===== config.mk =====
export PLATFORM = sky130hd
export DESIGN_NAME = prog_loader
export DESIGN_NICKNAME = d
export VERILOG_FILES = /design/src/rtl/prog_loader.sv
export SDC_FILE = /design/constraint.sdc
export NUM_CORES = 1
export LEC_CHECK = 0
export CAP_MARGIN = 15
export CORE_MARGIN = 2
export CORE_UTILIZATION = 46
export CTS_CLUSTER_DIAMETER = 150
export DETAILED_ROUTE_END_ITERATION = 7
export PLACE_DENSITY = 0.73
export SYNTH_ARGS = -nofsm -noshare
export SYNTH_HDL_FRONTEND = slang
export SYNTH_SLANG_ARGS = --single-unit

===== constraint.sdc =====
create_clock -name clk -period 9.36 [get_ports clk]
set_input_delay 1.872 -clock clk [delete_from_list [all_inputs] [get_ports clk]]
set_output_delay 1.872 -clock clk [all_outputs]
set_load 0.1 [all_outputs]

===== src/rtl/prog_loader.sv =====
// Program loader: streams instruction words into instruction memory while holding
// the core in reset, then releases the core once the last word has been written.
module prog_loader #(
  parameter int ADDR_W = 10,
  parameter int DATA_W = 32
) (
  input  logic              clk,
  input  logic              rst,
  input  logic              load_start,
  input  logic [ADDR_W:0]   load_len,
  input  logic              in_valid,
  input  logic [DATA_W-1:0] in_data,
  output logic              in_ready,
  output logic              imem_we,
  output logic [ADDR_W-1:0] imem_addr,
  output logic [DATA_W-1:0] imem_wdata,
  output logic              core_rst,
  output logic              busy,
  output logic              done,
  output logic              err,
  output logic [DATA_W-1:0] checksum
);

  typedef enum logic [1:0] {IDLE, LOAD, FLUSH, RUN} state_t;

  localparam logic [ADDR_W:0] MAX_LEN = (ADDR_W+1)'(1) << ADDR_W;

  state_t            state;
  logic [ADDR_W-1:0] cnt;
  logic [ADDR_W:0]   len_r;
  logic              len_ok;
  logic              last;

  assign len_ok = (load_len != '0) && (load_len <= MAX_LEN);
  // Compare against len-1 so a full 2^ADDR_W load ends as the counter wraps to 0.
  assign last   = ({1'b0, cnt} == (len_r - (ADDR_W+1)'(1)));

  always_ff @(posedge clk or posedge rst) begin
    if (rst) begin
      state      <= IDLE;
      cnt        <= '0;
      len_r      <= '0;
      in_ready   <= 1'b0;
      imem_we    <= 1'b0;
      imem_addr  <= '0;
      imem_wdata <= '0;
      core_rst   <= 1'b1;
      busy       <= 1'b0;
      done       <= 1'b0;
      err        <= 1'b0;
      checksum   <= '0;
    end else begin
      imem_we <= 1'b0;
      done    <= 1'b0;
      err     <= 1'b0;
      case (state)
        IDLE, RUN: begin
          if (load_start) begin
            if (len_ok) begin
              state    <= LOAD;
              len_r    <= load_len;
              cnt      <= '0;
              checksum <= '0;
              core_rst <= 1'b1;
              in_ready <= 1'b1;
              busy     <= 1'b1;
            end else begin
              err <= 1'b1;
            end
          end
        end
        LOAD: begin
          if (in_valid) begin
            imem_we    <= 1'b1;
            imem_addr  <= cnt;
            imem_wdata <= in_data;
            cnt        <= cnt + ADDR_W'(1);
            checksum   <= checksum + in_data;
            if (last) begin
              state    <= FLUSH;
              in_ready <= 1'b0;
            end
          end
        end
        FLUSH: begin
          state    <= RUN;
          busy     <= 1'b0;
          core_rst <= 1'b0;
          done     <= 1'b1;
        end
        default: begin
          state    <= IDLE;
          in_ready <= 1'b0;
          busy     <= 1'b0;
          core_rst <= 1'b1;
        end
      endcase
    end
  end

endmodule


* After elaboration in Yosys (flattened, before gate mapping)
Cells that the tools add are included.
** Operators by class
- $add $sub $neg :: 3
- $lt $le $gt $ge :: 1
- Equal/unequal tests :: 8
- Mux-type cells :: 25
- Reduce and logical (&&, ||, !) cells :: 12
** Operators with widths (number)
- 2-to-1 mux 32 bit :: 3
- case mux 32 bit (2 select lines) :: 1
- adder 32 bit :: 1
- 2-to-1 mux 10 bit :: 3
- case mux 10 bit (2 select lines) :: 1
- equality test 10 x 11 -> 1 bit :: 1
- less-or-equal comparator 11 bit (second input constant) :: 1
- nonzero test 11 bit :: 1
- subtractor 11 x 1 -> 11 bit (second input constant) :: 1
- adder 10 x 1 -> 10 bit (second input constant) :: 1
- 2-to-1 mux 1 bit :: 10
- 2-to-1 mux 2 bit :: 4
- != test 2 bit (second input constant) :: 4
- AND reduction 4 bit :: 2
- case mux 2 bit (3 select lines) :: 1
- AND reduction 3 bit :: 2
- AND reduction 5 bit :: 1
- equality test 2 bit (second input constant) :: 2
- case mux 1 bit (2 select lines) :: 2
- nonzero test 2 bit :: 2
- equality test 2 x 1 -> 1 bit (second input constant) :: 1
- logical NOT 2 bit :: 1
- AND reduction 2 bit :: 1
- OR reduction 2 bit :: 1
- logical AND 1 bit :: 1
** Word-level totals
- Bits in registers :: 103
- Output and inout bits :: 80
- Word-level logic and storage cells :: 61

* Longest topological paths before layout
- Depth in word-level cells :: 5
- Mapped depth :: 10

* Worst setup path after synthesis
No wires, ideal clock.
- Path kind :: input-to-reg
- Start point :: in in_data[0]
- End point :: reg checksum[26]
- Library setup time :: 0.133 ns
- Arrival time :: 3.870 ns
- Required time :: 9.227 ns
- Slack :: 5.357 ns
- Cell stages on the path :: 10
- Cell sequence :: ha_1 > fa_1 > a21o_1 > and3_1 > o2111ai_1 > nand2_1 > a311o_1 > a41oi_1 > xor2_1 > o21ai_0
** Between the ends
- Longest elaborated chain between the ends :: 3
** RTL lines
- start, declared :: line 12 : input logic [DATA_W-1:0] in_data,
- adder 32 bit :: line 78 : checksum <= checksum + in_data;
- 2-to-1 mux 32 bit :: line 73 : if (in_valid) begin
- case mux 32 bit (2 select lines) :: line 56 : case (state)
- end signal, assigned :: line 78
- end, declared :: line 21 : output logic [DATA_W-1:0] checksum
No other way between the ends. The select of a mux whose other input is x is not followed.
A chain may end at the register's enable or synchronous reset.

* Worst setup path in the final report
- Start point :: in in_data[0]
- End point :: reg checksum[14]
The elaborated chain is that of the path after synthesis.

==> results by stage <==
Critical path:
- The number of buffers and inverters on the critical path is 1.
- Traced cell by cell, the critical path runs through clkdlybuf4s50_1, ha_1, fa_1, a21o_1, a31oi_1, o21ai_0, a21oi_1, o21ai_0, a41o_1, xnor2_1, o21ai_0.
- The largest stage delay on the critical path is 0.44 ns.
- STA puts the critical path data arrival time at 4.63 ns.
- The category of the worst setup path capture point is a flop.
- The category of the worst setup path launch point is an input pin.
- The critical path's most frequent cell is o21ai_0.
- For the worst setup path, the data required time is approximately 9.6 ns.
- The highest-delay cell along the critical path is clkdlybuf4s50_1.
- The maximum fanout along the worst path is 3.
- The kind of cell adding the most delay to the critical path is compound AO/OA/AOI/OAI gates.
- The critical path in this run is classified as input pin to flop.

STA:
- The relative slew slack is between 20% and 30%.
- Setup repair after global routing left no endpoint under its margin.
- Setup violations remaining at the end of the flow were counted as 0.
- The accumulated negative setup slack is 0 ns.
- The post-route fraction of the period consumed by the critical path is between 40% and 50%.
- The total count of max-transition violations in the final report is 0.
- The minimum clock period is 4.42 ns.
- Based on the critical path, the design can be clocked at up to 226 MHz.
- The number of endpoints with negative hold slack in the final report is 0.
- For the pin with the worst max-slew slack, the measured transition is 1.10 ns.
- On the final layout, the worst clock skew is roughly 0.0088 ns.

Drt:
- Summed over all nets, wire length on met3 after detailed routing comes to 921 um.
- The top metal layer carrying routed signals is met4.
- The length of routed wiring on met1 is just over 7000 um.
- The routed via count divided by cell count is ~5.8.
- The number of violations reported at the end of detailed-routing iteration 0 is 313.
- After detailed routing, the number of remaining DRC violations is 0.
- The total iterations of the first detailed-routing run is 5.
- The number of vias after detailed routing is 5,146.
- The routed wire length per instance is 17.7 um.
- The detailed-routed wire length on met2 is between 7000 and 8000 um.
- The routed wire length is ~16,000 um.
- The count of nets left with antenna violations once routing finished came out at 0.

Final layout:
- The commonest non-fill, non-tap cell in the layout is clkdlybuf4s50_1.
- The share of final-layout standard cells stronger than drive strength 1 is 11.5%.
- The count of antenna diodes in the layout is 0.
- The layout net count is 801.
- In the layout the commonest cells are clkdlybuf4s50_1, dfrtp_1, nand2_1.
- The signed area change from the synthesized netlist to the final layout is 28.3%.

Yosys:
- The mean instance size in the synthesized netlist is about 10 um2.
- Counting every instance in the synthesized netlist gives 605.
- The share of the synthesized area in the top cell type is 42.2%.
- The largest family of logic cells by synthesized area is compound AO/OA/AOI/OAI gates.
- The mapped cell area is roughly 6000 um2.
- The share of synthesized registers carrying an async set or reset is 100%.
- The multiplexer area fraction after synthesis is 10.7%.
- After synthesis the netlist holds a flip-flop and latch count of 103.
- Summing the areas of all compound-gate instances in the mapped netlist gives approximately a fifth of the synthesized area.
- Sorting the synthesized cells by area gives the leading types as dfrtp_1, mux2_2, ha_1.
- After Yosys synthesis, and, or, nand and nor cells account for 11.9% of the synthesized area.
- The number of distinct library cell variants in the gate-level netlist after synthesis is 64.
- The count of synthesis-stage warnings from yosys is 0.
- Summing the areas of all fa, ha and maj instances in the mapped netlist gives about 7.8% of the synthesized area.
- Of all cell types, the one taking the most synthesized area is dfrtp_1.
- Of the synthesized area, sequential elements account for 42.7%.
- The net count after synthesis is 689.
- The leading register cell type out of synthesis is dfrtp_1.
- The number of enable flip-flop cells after synthesis is 0.
- Of the total synthesized cell area, the portion taken by XOR and XNOR cells is 4.93%.

Clock tree:
- In this run the deepest clock path goes through 2 buffers.
- Clock tree synthesis inserted a total of 9 buffers.
- CTS built an H-tree with a depth of 3.
- Post-CTS repair changed the size of 0 cells.
- The later pin in the worst-skew pair is clocked with a latency of roughly 0.36 ns.
- The cell chosen for the clock root is clkbuf_16.
- Clock-pin slew was measured on the worst setup and hold paths at 0.07 ns.
- The clock sink count is 103.
- The post-CTS setup repair buffer count is 0.
- TritonCTS built the clock tree.
- Hold repair after CTS inserted 0 buffers.

GRT:
- The sum of overflow across all layers after global routing is 0.
- The global-route wire length before repair is 26,200 um.
- The initial antenna violation count is 0.
- The via count of the first global-routing pass is just over 5,000.
- The largest net degree at the start of global routing is 73.
- The global-route usage over all layers is 23.0%.

Die:
- In this run the vertical extent of the chip is 119 um.
- The row count is 41.
- Pin placement for this block handled around 130 I/O pins.
- The die covers 14,100 um2.
- The floorplan step defined a core boundary enclosing 12,700 um2.
- The starting density of the core is 47.5%.
- The die is 119 um wide.

Worst hold path:
- The worst min-delay path category is flop to flop.

Place:
- The count of buffers added on input and output ports is 126.
- The detailed placement HPWL is between 10,000 and 15,000 um.
- The final weighted congestion of routability-driven global placement is 0.892.

Run:
- The max-capacitance violation count is 0.

Status:
- The flow ran to the end, and the final reports show no timing, DRC or antenna violations.
## registers in the layout, indices dropped and copies added (netlist names)
name / count
checksum: 32
imem_wdata: 32
len_r: 11
cnt: 10
imem_addr: 10
state: 2
busy: 1
core_rst: 1
done: 1
err: 1
imem_we: 1
in_ready: 1
## logic make-up (layout without fill, tap and decap cells)
family,count (synthesis),count (layout)
compound gates,173,173
simple gates,153,153
flops,103,103
mux,58,58
buf+inv,47,164
fa+ha+maj,37,37
xor+xnor,34,34
## tightest hold or removal path: stages (launching register included)
cell and delay [ns]:
dfstp_2 0.38, inv_1 0.05, o22ai_1 0.06
## cell usage after synthesis, drive strengths merged (9+ instances only)
cell type  instances
o21ai             47
nor2              30
a21o              10
ha                36
inv               19
mux2              51
xnor2             20
a21oi             43
nand4              9
a22o               9
xor2              14
o31ai             11
clkbuf            20
nand2             67
nand3             13
nor3              10
dfrtp            102
## per-stage QoR
step | setup slack, ns | std cells | utilization, % | hold slack (ns) | cell area, um2
3_5_place_dp | 4.56 | 877 | 58.3 | 0.493 | 7420
2_1_floorplan | 4.79 | 605 | - | 0.491 | 6040
5_1_grt | 4.73 | 894 | 60.9 | 0.520 | 7750
4_1_cts | 4.95 | 893 | 60.8 | 0.504 | 7730
6_report | 4.94 | 894 | 60.9 | 0.503 | 7750
3_3_place_gp | 4.65 | 877 | 58.3 | 0.480 | 7420
## routing by layer
| metal | global-route usage, % | vias to the layer above |
|---|---|---|
| met4 | 5.95 | 0 |
| met5 | 0 | - |
| met3 | 6.42 | 12 |
| met1 | 30.6 | 2548 |
| li1 | - | 2435 |
| met2 | 37.1 | 151 |
## area by class of cell
class | count | area, um2
Sequential cell | 103 | 2580
Timing Repair Buffer | 129 | 1300
Clock buffer | 10 | 239
Tap cell | 172 | 215
Multi-Input combinational cell | 455 | 3270
Inverter | 19 | 73.8
Fill cell | 1131 | 4970
Clock inverter | 6 | 75.1
## final timing paths
kind / slack, ns / to / cells past startpoint / start
max in group asynchronous: 6.26 / len_r[2] / 3 / rst
min in group asynchronous: 1.85 / checksum[18] / 2 / rst
setup reg to reg: 6.42 / checksum[28] / 8 / state[1]
setup / recovery: 4.94 / checksum[14] / 11 / in_data[0]
hold reg to reg: 0.50 / core_rst / 2 / core_rst
hold / removal: 0.50 / core_rst / 2 / core_rst
Power is left out: the tool's default activity adds up to more than one toggle a clock period on the data nets, which glitch-free logic cannot reach.
==> edit: new RTL, same flow settings <==
Reset style: synchronous (`rst`), changed in one clocked block.
--- a/src/rtl/prog_loader.sv
+++ b/src/rtl/prog_loader.sv
@@ -36,5 +36,5 @@
   assign last   = ({1'b0, cnt} == (len_r - (ADDR_W+1)'(1)));
 
-  always_ff @(posedge clk or posedge rst) begin
+  always_ff @(posedge clk) begin
     if (rst) begin
       state      <= IDLE;
Formal check against the unedited RTL: differs if rst is asserted again (counterexample within 4 cycles, from zero or initial values and one cycle with rst high); with rst held inactive, the same outputs for 4 cycles.
==> edit against the unedited design <==
Core utilization decreased by 0.20 points; cell area shrank 5.9%; register-to-register slack got worse by 0.02 ns; synthesized area fell by 6.2%; critical path depth stayed put; sequential cell count is the same; wire length is 4.1% lower; synthesized cell count up 18%; worst setup slack got worse by 0.17 ns.
==> edit: results (changes against the unedited design) <==
* Top post-synthesis cells by count: nand2_1 (144), dfxtp_1 (103), a21oi_1 (101)
- Clock tree buffer depth: 2 (unchanged)
- Count of input and output buffers: 126 (unchanged)
- Number of nets in the layout: 903 (+13%)
* # resized after CTS: 0 (unchanged)
* 1st-pass router iterations: 5 (unchanged)
- Standard cell area after detailed placement: 6990 µm² (-5.8%)
- The total of warnings raised by yosys is 0 (unchanged).
* Dominant cells by area after synthesis: dfxtp_1 (36%), nand2_1 (9.5%), a21oi_1 (8.9%), ha_1 (7.9%), xor2_1 (3.9%)
* Proportion of layout cells with a drive suffix above 1: 3.89% (-7.6 points)
- The global-route met1 utilization was 30.0% (-0.54 points).
- Clock skew after layout: 0.00626 ns (-0.00256 ns)
* Root buffer selected by CTS: clkbuf_16
- Worst Setup Slack post-DPL: 4.48 ns (-0.0748 ns)
- The post-synth net total was 799 (+16%).
- The count of different cell masters after synthesis was 59 (-7.8%).
- The count of non-filler cells in the finished layout came to 970 (+8.5%).
* Count of fill cells added during filler insertion: 1,097 (-3.0%)
- The maximum level of the CTS H-tree came to 3 (unchanged).
- Iteration-0 DRC count of the detailed router: 294 (-6.1%)
- The run finished with clean final reports.
- Detailed Place HPWL: 11,200 µm (-1.6%)
- The total placed cells including tap cells came to 955 (+8.9%).
- Met3 usage: 5.17% (-1.3 points)
* Tightest Pin Transition: 1.03 ns (-0.0718 ns)
- Fraction of met2 tracks used by global routing: 39.6% (+2.5 points)
* Via/cell ratio: 5.62 (-2.3%)
* First-pass GRT wire length: 25,100 µm (-4.3%)
- The sequential area share after synthesis came to 36.4% (-6.3 points).
- Data arrival at the endpoint of the critical path: 4.84 ns (+0.21 ns)
* Final routed wire length divided by cell count: 15.7 µm (-12%)
- Largest registers in the final layout: checksum (32), imem_wdata (32), len_r (11)
- Gr usage total: 23.5% (+0.50 points)
- Latest clock arrival within the worst-skew pair: 0.35 ns
* Highest net fanout along the worst path: 4 (+1)
* Static leakage: 2.86 nW
* Hold Slack: 0.452 ns (-0.0509 ns)
- The number of antenna repair diodes came to 0 (unchanged).
* Hold Crit Class: flip-flop to flip-flop
- Post-synthesis instance total: 715 (+18%)
* Weighted congestion reported at the end of routability-driven placement: 0.945 (+6.0%)
- Maximum operating frequency: 218 MHz (-3.7%)
* Largest net degree at the start of global routing: 81 (+11%)
- Reg clk slew, reported paths: 0.07 ns (about the same)
- R2r setup slk: 6.40 ns (-0.02 ns)
* Max capacitance violation total: 0 (unchanged)
- Fin area: 7290 µm² (-5.9%)
- The number of global-route vias before repair is 5,328 (+3.5%).
* Post-CTS setup buffer count: 0 (unchanged)
- Max rail drop VDD: 157 µV
- Antenna violations before repair: 0 (unchanged)
- Worst r2r path cells: 10 (+2)
* Number of cells on the worst hold path: 2 (unchanged)
* Asr flop ratio synth: 0% (-100 points)
## edit: kinds of logic after synthesis
kind of cell	Yosys count	share of synthesized area (%)
compound gates	209	22.9
xor+xnor	49	7.57
fa+ha+maj	37	8.30
buf+inv	52	3.69
flops	103	36.4
mux	2	0.375
simple gates	263	20.8
## edit: critical path, cell delays in order
cell,delay [ns]
clkdlybuf4s50_1,0.49
ha_1,0.31
a21oi_1,0.08
o211ai_1,0.34
nand4_1,0.18
a311oi_1,0.45
o32ai_1,0.24
o211a_1,0.30
o31ai_1,0.25
xor2_1,0.11
a22o_1,0.21
## edit: path summary, 6_finish.rpt
kind	endpoint	startpoint
worst max-delay path	checksum[29]	in_data[1]
worst min-delay path	imem_wdata[0]	imem_wdata[0]
worst max register to register	checksum[29]	checksum[3]
worst min register to register	imem_wdata[0]	imem_wdata[0]
## edit: layer usage
metal,part of all wire [%],up-vias
met5,0,-
met4,1.9,0
met3,5.3,27
met2,47,151
met1,46,2560
li1,-,2717
## edit: cell type report
cell class	instances	share of cell area, %
Clock buffer	11	3.46
Clock inverter	4	0.755
Inverter	15	0.772
Multi-Input combinational cell	560	46.6
Sequential cell	103	28.3
Tap cell	147	2.52
Timing Repair Buffer	130	17.6
## edit: report_power, final
group	switching (mW)	leakage, nW	internal (mW)
Combinational	0.533	1.88	0.215
Sequential	0.0383	0.834	0.484
Clock	0.171	0.148	0.222
